[src/rtl/alu_multicycle.sv]
// alu_multicycle: execute-stage ALU with valid/ready handshakes on both sides.
// Single-cycle ops (AND, XOR, SLL, ADD, SUB, ADDI, SRAI) retire one cycle after accept.
// MUL runs an iterative shift-add multiplier that returns the low WIDTH bits of the product.
// Optional build macro: ALU_MUL_RADIX4_EN.
// When it is defined, the multiplier retires two multiplier bits per cycle,
// so MUL latency drops to WIDTH/2 cycles.
// When it is undefined, the multiplier is radix-2 with a latency of WIDTH cycles.
module alu_multicycle #(
    parameter int WIDTH   = 32,
    parameter int SHAMT_W = 5
) (
    input  logic             clk_i,
    input  logic             rst_i,
    input  logic             in_valid_i,
    output logic             in_ready_o,
    input  logic [2:0]       ALUCtr_i,
    input  logic [WIDTH-1:0] data1_i,
    input  logic [WIDTH-1:0] data2_i,
    output logic             out_valid_o,
    input  logic             out_ready_i,
    output logic [WIDTH-1:0] result_o,
    output logic             zero_o,
    output logic             busy_o
);

    typedef enum logic [1:0] {
        ST_IDLE = 2'd0,
        ST_MUL  = 2'd1,
        ST_DONE = 2'd2
    } state_t;

    localparam logic [2:0] OP_AND  = 3'b000;
    localparam logic [2:0] OP_XOR  = 3'b001;
    localparam logic [2:0] OP_SLL  = 3'b010;
    localparam logic [2:0] OP_ADD  = 3'b011;
    localparam logic [2:0] OP_SUB  = 3'b100;
    localparam logic [2:0] OP_MUL  = 3'b101;
    localparam logic [2:0] OP_ADDI = 3'b110;
    localparam logic [2:0] OP_SRAI = 3'b111;

`ifdef ALU_MUL_RADIX4_EN
    localparam int MUL_ITERS = WIDTH / 2;
`else
    localparam int MUL_ITERS = WIDTH;
`endif
    // Counter value on the edge that performs the final multiply iteration.
    localparam logic [SHAMT_W-1:0] LAST_ITER = SHAMT_W'(MUL_ITERS - 1);
    localparam logic [WIDTH-1:0]   ZERO_W    = {WIDTH{1'b0}};

    state_t             state_r;
    logic [WIDTH-1:0]   mcand_r;
    logic [WIDTH-1:0]   mplier_r;
    logic [WIDTH-1:0]   acc_r;
    logic [SHAMT_W-1:0] count_r;
    logic [WIDTH-1:0]   result_r;
    logic               zero_r;
    logic               valid_r;
    logic               busy_r;

    logic               ready_s;
    logic               accept_s;
    logic [WIDTH-1:0]   alu_res_s;
    logic [WIDTH-1:0]   acc_next_s;
    logic [WIDTH-1:0]   mcand_next_s;
    logic [WIDTH-1:0]   mplier_next_s;
    logic [WIDTH-1:0]   addend0_s;
`ifdef ALU_MUL_RADIX4_EN
    logic [WIDTH-1:0]   addend1_s;
`endif

    // Single-cycle datapath. MUL never takes this path, so it yields zero here.
    function automatic logic [WIDTH-1:0] alu_single(
        input logic [2:0]       op,
        input logic [WIDTH-1:0] a,
        input logic [WIDTH-1:0] b
    );
        logic [SHAMT_W-1:0] shamt;
        shamt = b[SHAMT_W-1:0];
        case (op)
            OP_AND:  alu_single = a & b;
            OP_XOR:  alu_single = a ^ b;
            OP_SLL:  alu_single = a << shamt;
            OP_ADD:  alu_single = a + b;
            OP_SUB:  alu_single = a - b;
            OP_ADDI: alu_single = a + b;
            OP_SRAI: alu_single = WIDTH'($signed(a) >>> shamt);
            default: alu_single = {WIDTH{1'b0}};
        endcase
    endfunction

    assign ready_s  = (state_r == ST_IDLE) | ((state_r == ST_DONE) & out_ready_i);
    assign accept_s = in_valid_i & ready_s;

    // Result of the single-cycle operation currently presented on the inputs.
    always_comb begin
        alu_res_s = alu_single(ALUCtr_i, data1_i, data2_i);
    end

    // Next shift-add multiplier step: add the selected partial products, then shift both operands.
    always_comb begin
        addend0_s = mplier_r[0] ? mcand_r : ZERO_W;
`ifdef ALU_MUL_RADIX4_EN
        addend1_s     = mplier_r[1] ? {mcand_r[WIDTH-2:0], 1'b0} : ZERO_W;
        acc_next_s    = acc_r + addend0_s + addend1_s;
        mcand_next_s  = {mcand_r[WIDTH-3:0], 2'b00};
        mplier_next_s = {2'b00, mplier_r[WIDTH-1:2]};
`else
        acc_next_s    = acc_r + addend0_s;
        mcand_next_s  = {mcand_r[WIDTH-2:0], 1'b0};
        mplier_next_s = {1'b0, mplier_r[WIDTH-1:1]};
`endif
    end

    // Control FSM with the registered result, valid, and busy outputs.
    always_ff @(posedge clk_i) begin
        if (rst_i) begin
            state_r  <= ST_IDLE;
            mcand_r  <= ZERO_W;
            mplier_r <= ZERO_W;
            acc_r    <= ZERO_W;
            count_r  <= {SHAMT_W{1'b0}};
            result_r <= ZERO_W;
            zero_r   <= 1'b0;
            valid_r  <= 1'b0;
            busy_r   <= 1'b0;
        end else begin
            case (state_r)
                ST_IDLE, ST_DONE: begin
                    if (accept_s) begin
                        if (ALUCtr_i == OP_MUL) begin
                            state_r  <= ST_MUL;
                            mcand_r  <= data1_i;
                            mplier_r <= data2_i;
                            acc_r    <= ZERO_W;
                            count_r  <= {SHAMT_W{1'b0}};
                            valid_r  <= 1'b0;
                            busy_r   <= 1'b1;
                        end else begin
                            state_r  <= ST_DONE;
                            result_r <= alu_res_s;
                            zero_r   <= (alu_res_s == ZERO_W);
                            valid_r  <= 1'b1;
                            busy_r   <= 1'b0;
                        end
                    end else if ((state_r == ST_DONE) && out_ready_i) begin
                        state_r <= ST_IDLE;
                        valid_r <= 1'b0;
                    end else begin
                        state_r <= state_r;
                    end
                end
                ST_MUL: begin
                    acc_r    <= acc_next_s;
                    mcand_r  <= mcand_next_s;
                    mplier_r <= mplier_next_s;
                    count_r  <= count_r + SHAMT_W'(1);
                    if (count_r == LAST_ITER) begin
                        state_r  <= ST_DONE;
                        result_r <= acc_next_s;
                        zero_r   <= (acc_next_s == ZERO_W);
                        valid_r  <= 1'b1;
                        busy_r   <= 1'b0;
                    end else begin
                        state_r <= ST_MUL;
                    end
                end
                default: begin
                    state_r <= ST_IDLE;
                    valid_r <= 1'b0;
                    busy_r  <= 1'b0;
                end
            endcase
        end
    end

    assign in_ready_o  = ready_s;
    assign out_valid_o = valid_r;
    assign result_o    = result_r;
    assign zero_o      = zero_r;
    assign busy_o      = busy_r;

endmodule
[config.mk]
export PLATFORM = sky130hd
export DESIGN_NAME = alu_multicycle
export DESIGN_NICKNAME = d
export VERILOG_FILES = /design/src/rtl/alu_multicycle.sv
export SDC_FILE = /design/constraint.sdc
export NUM_CORES = 1
export LEC_CHECK = 0
export CELL_PAD_IN_SITES_DETAIL_PLACEMENT = 1
export CELL_PAD_IN_SITES_GLOBAL_PLACEMENT = 1
export CORE_MARGIN = 4
export CORE_UTILIZATION = 25
export CTS_CLUSTER_SIZE = 10
export DETAILED_ROUTE_END_ITERATION = 8
export PLACE_DENSITY_LB_ADDON = 0.1
export RECOVER_POWER = 100
export SYNTH_ARGS = -nofsm -noshare
export SYNTH_HDL_FRONTEND = slang
export SYNTH_SLANG_ARGS = --single-unit
[constraint.sdc]
create_clock -name clk_i -period 8 [get_ports clk_i]
set_input_delay 1.2 -clock clk_i [delete_from_list [all_inputs] [get_ports clk_i]]
set_output_delay 1.2 -clock clk_i [all_outputs]
set_load 0.05 [all_outputs]
# Word-level counts from Yosys, hierarchy flattened
# Index checks and enable logic that the tools add are counted.
classes:
  addsub: 4
  n_eq_ne: 15
  shift: 2
  n_mux: 36
  bitwise_logic: 5
  reduce_logical: 12
op_table:
  columns: ["cell", "count"]
  rows:
  - ["$mux 32", 10]
  - ["$pmux 32 s2", 4]
  - ["$pmux 32 s6", 1]
  - ["$add 32x32->32", 2]
  - ["$logic_not 32->1", 2]
  - ["$and 32x32->32", 1]
  - ["$shl 32x5->32", 1]
  - ["$sshr 32x5->32", 1]
  - ["$sub 32x32->32", 1]
  - ["$xor 32x32->32", 1]
  - ["$eq 3x3->1 const B", 4]
  - ["$mux 1", 10]
  - ["$mux 5", 2]
  - ["$pmux 5 s2", 1]
  - ["$mux 2", 4]
  - ["$ne 2x2->1 const B", 4]
  - ["$eq 3x2->1 const B", 2]
  - ["$pmux 1 s2", 3]
  - ["$add 5x1->5 const B", 1]
  - ["$eq 5x5->1 const B", 1]
  - ["$pmux 2 s2", 1]
  - ["$reduce_and 2->1", 2]
  - ["$reduce_and 4->1", 1]
  - ["$reduce_or 2->1", 2]
  - ["other kinds (11)", 12]
totals:
  register_bits: 138
  out_inout_bits: 36
  word_cells: 83

# Longest topological paths before layout
# Gate-level depths: netlist of run 1.
depth:
  word_depth: 7
  ltp_mapped: 25

# Least setup slack after synthesis of run 1
# No wires, ideal clock.
synth_timing:
  kind: "input port to flip-flop"
  start: "in data2_i[0]"
  end: "reg zero_r (netlist: zero_o)"
  setup_time_ps: 62
  arrival_ps: 6322
  setup_slack_ps: 1616
  path_stages: 25
  cell_sequence: "buf_4 buf_6 buf_4 buf_1 inv_1 ha_1 nand3_1 or4b_2 nor2_1 nand2_1 nor3_1 a21oi_1 xor2_1 ha_1 clkbuf_1 a21oi_1 and3_1 a2111oi_0 nand4_1 nor3b_1 o2111ai_1 nor4_1 nand4_1 or4_1 nand3_1"
synth_between:
  elab_chain_len: 6
  word_cells_on_any_way: 11
synth_lines:
  columns: ["element", "line_no", "source"]
  rows:
  - ["start, declared", "18", "input logic [WIDTH-1:0] data2_i,"]
  - ["$add 32x32->32 (tied with other cells)", "83, 85", null]
  - ["$pmux 32 s6 *", "79", "case (op)"]
  - ["$logic_not 32->1 *", "141", "zero_r <= (alu_res_s == ZERO_W);"]
  - ["$mux 1 *", "130", "if (ALUCtr_i == OP_MUL) begin"]
  - ["$mux 1 *", "129", "if (accept_s) begin"]
  - ["$pmux 1 s2 *", "127", "case (state_r)"]
  - ["end signal, assigned", "141", null]
  - ["end signal, assigned", "160", "zero_r <= (acc_next_s == ZERO_W);"]
  - ["end, declared", "56", "logic zero_r;"]
# Mark *: on every way between the ends. The rest lies on a longest branch, timed or not. The select of a mux whose other input is x is not followed.
# A chain may end at the register's enable or synchronous reset.

# Worst setup path in the final report of run 1
layout_timing:
  start: "in ALUCtr_i[0]"
  end: "reg zero_r (netlist: zero_o)"
layout_between:
  elab_chain_len: 7
  word_cells_on_any_way: 16
layout_lines:
  columns: ["element", "line_no", "source"]
  rows:
  - ["start, declared", "16", "input logic [2:0] ALUCtr_i,"]
  - ["$eq 3x3->1 / $eq 3x2->1 (equally long branches)", "79", null]
  - ["$reduce_or 2->1 (no source line)", null, null]
  - ["$pmux 32 s6", "79", null]
  - ["$logic_not 32->1", "141", null]
  - ["$mux 1", "130", null]
  - ["$mux 1", "129", null]
  - ["$pmux 1 s2", "127", null]
# Parallel ways exist; a longest one is shown, timed or not. The select of a mux whose other input is x is not followed.

==> run summary, run 1 <==
Reg2Reg Capture Point: zero_o$_SDFFE_PP0P_
Core Area: 0.0580 sq mm
total CTS buffers: 17
CP Capture Type: register
r2r setup slk: 3.04 ns
Tmin final: 6.85 ns
largest net degree at the start of global routing: 88
clk root buf: clkbuf_16
final slew viol count: 219
post-route setup TNS: 0 ns
worst endpoint data arrival time: 7.25 ns
WHS Endpoint: mplier_r[4]$_SDFFE_PP0P_
Slew headroom: -1.08
maximum clock frequency: 146 MHz
Synth area leaders: dfxtp_1 (19%), ha_1 (8.8%), mux4_2 (8.0%)
Synth Area in Adders: 0.0903
die height: 251 microns
vias in the first global route: 16000
H-tree levels: 4
post-synth cell types: 84
design area: 0.0171 sq mm
# rows: 88
type of the worst min-delay path: reg2reg
fin nets: 2116
post-synthesis sequential area ratio: 0.188
power per cell area: 153 mW/mm^2
status: complete, but fails checks
clock slew at reported path FFs: 0.08 ns
Synth async-reset ratio: 0
syn_area_per_cell: 7.74 sq um
cts hold-fix bufs: 0
HPWL Detailed: 58200 microns
Post-CTS Setup Bufs: 0
top post-synthesis cells by count: a21oi_1 (216), nand2_1 (215), nor2_1 (178)
main flop type after synthesis: dfxtp_1
post-synth top area share: 0.188
Min-Delay Startpoint: mplier_r[4]$_SDFFE_PP0P_
share of cells above drive strength 1: 0.0927
Post-synth EDFFs: 0
Synth Instances: 1901
Max clock buf depth: 2
first-pass GRT wire length: 113000 microns
Wirelength per Cell: 28.3 microns
vias per inst: 5.79
Setup Skew: 0.0142 ns
CTS tree: done
clk sinks: 138
Area Overhead vs Synth: 16.1%
initial antenna violation count: 4
FF-to-FF path depth: 14
simple-gate area share of the yosys netlist: 0.205
Yosys top cell by area: dfxtp_1
leakage: 0.00653 uW
DRC violations left: 0
Crit Path Category: in2reg
crit-path max FO: 43
drt pass-1 iters: 5
Die W: 251 microns
clock latency on the worst-skew pair: 0.47 ns
hold depth: 2
ANT nets after route: 0
n_diodes: 0
Syn Nets: 2077
DP Area: 0.0166 sq mm
Final Hold Fails: 0
slew at the pin with the worst max-slew slack: 3.12 ns
via count: 15700
Starting Density: 0.254
CTS resizes: 0
post-synthesis compound-gate area fraction: 0.275
failing checks: capacitance limit, slew limit
XOR/XNOR Fraction of Synth Area: 0.0393
gr usage total: 0.239
max-cap violations: 4
IO buf count: 106
#FFs+latches synth: 138
mux cell area share after synthesis: 0.159
reg-to-reg startpoint: mplier_r[0]$_SDFFE_PP0P_
Total Wirelength: 77000 microns
most frequent cell after synthesis: a21oi_1
Final Cycle Share: 0.856
largest family of logic cells by synthesized area: compound AO/OA/AOI/OAI gates
Yosys warnings: 0
Required @ worst endpoint: 8.40 ns
Top Ports: 107
worst vdd ir: 0.159 mV
CP Launch Type: primary input
die area: 0.0628 sq mm
global route overflow: 0
Initial DRC Count: 974
Setup violations, final: 0
Cell Area, Synth: 0.0147 sq mm
routability cong.: 0.947
unrepaired setup endpoints after global routing: no
==> sequential cells by signal, indices dropped and copies added (netlist names) <==
signal / cells
acc_r: 32
busy_o: 1
count_r: 5
mcand_r: 32
mplier_r: 32
out_valid_o: 1
result_o: 32
state_r: 2
zero_o: 1
==> routing by layer <==
| layer | part of all wire | track usage |
|---|---|---|
| met1 | 0.44 | 0.309 |
| met2 | 0.48 | 0.407 |
| met3 | 0.042 | 0.0351 |
| met4 | 0.035 | 0.0843 |
| met5 | 0.00017 | 0 |
==> worst max path at each step <==
stage | start | to | slack [ns] | cells after the start
4_1_cts | data2_i[4] | zero_o$_SDFFE_PP0P_ | 1.40 | 21
2_1_floorplan | data2_i[0] | zero_o$_SDFFE_PP0P_ | 1.62 | 25
6_report | ALUCtr_i[0] | zero_o$_SDFFE_PP0P_ | 1.15 | 13
3_3_place_gp | data2_i[4] | zero_o$_SDFFE_PP0P_ | 0.97 | 21
3_5_place_dp | data2_i[4] | zero_o$_SDFFE_PP0P_ | 0.91 | 21
5_1_grt | data2_i[4] | zero_o$_SDFFE_PP0P_ | 0.81 | 21
==> layout by cell type (no fill, tap or decap), types with 14 or more instances in the layout <==
| cell | instances |
|---|---|
| ha_1 | 103 |
| a21o_1 | 28 |
| dfxtp_1 | 138 |
| and3_1 | 14 |
| o21bai_1 | 14 |
| o21a_1 | 15 |
| mux4_2 | 52 |
| inv_1 | 27 |
| o22ai_1 | 15 |
| nand2_1 | 215 |
| nand2b_1 | 14 |
| xnor2_1 | 31 |
| nand3_1 | 39 |
| nor2_1 | 176 |
| clkbuf_16 | 17 |
| buf_4 | 44 |
| o21ai_0 | 68 |
| nor3_1 | 49 |
| a21oi_1 | 216 |
| dlygate4sd3_1 | 37 |
| a211oi_1 | 34 |
| mux2i_1 | 77 |
| mux2_2 | 28 |
| clkdlybuf4s50_1 | 63 |
| and2_1 | 39 |
| or3_1 | 17 |
| a22oi_1 | 70 |
| o211ai_1 | 30 |
| xor2_1 | 35 |
| nor4_1 | 14 |
| nand4_1 | 20 |
==> final cells by class <==
cell class / count / area (sq um)
clock inverters: 15 / 153
multi-input cells: 1601 / 11300
fillers: 6928 / 40900
well taps: 765 / 957
inverters: 28 / 105
repair buffers: 154 / 1370
flip-flops and latches: 138 / 2760
clock buffers: 17 / 425
==> cell families (layout without fill, tap and decap cells) <==
logic type                 count (synthesis)  in the layout
AOI/OAI and AO/OA                        619            619
xor gates and xnor gates                  66             66
adders and majority gates                105            105
buffers and inverters                    162            214
DFF                                      138            138
muxes                                    164            164
and+or+nand+nor                          647            647
==> critical path, stage by stage <==
cell,delay (ns)
clkbuf_1,0.13
clkbuf_1,2.21
or3b_2,0.57
nor2_1,0.14
buf_4,0.21
a221oi_1,0.60
o221ai_1,0.48
nor3_1,0.51
nand4_1,0.16
nor4_1,0.29
nand4_1,0.13
or4_1,0.48
nand3_1,0.09
==> report_power, final <==
group / total [uW] / switching [uW] / internal, uW
combinational: 1070 / 708 / 359
sequential: 729 / 17.1 / 712
clock: 820 / 381 / 439
total: 2620 / 1110 / 1510
==> stage by stage <==
step                total power [uW]  hold WS, ns  setup slack, ns   util  cells
floorplan                       1370        0.436             1.62      -   1901
global placement                1810        0.443            0.975  0.285   2686
detailed placement              1810        0.451            0.910  0.285   2686
CTS                             2650        0.460             1.40  0.295   2718
global route                    2750        0.477            0.814  0.294   2718
finish                          2620        0.457             1.15  0.294   2718
Power figures use the tool's default switching activity.
==> run 2: changes to the inputs <==
Settings changed: SKIP_LAST_GASP set to 1.
==> results of run 2 <==
Same layout as run 1: the final DEF is identical, and so are final timing and power.
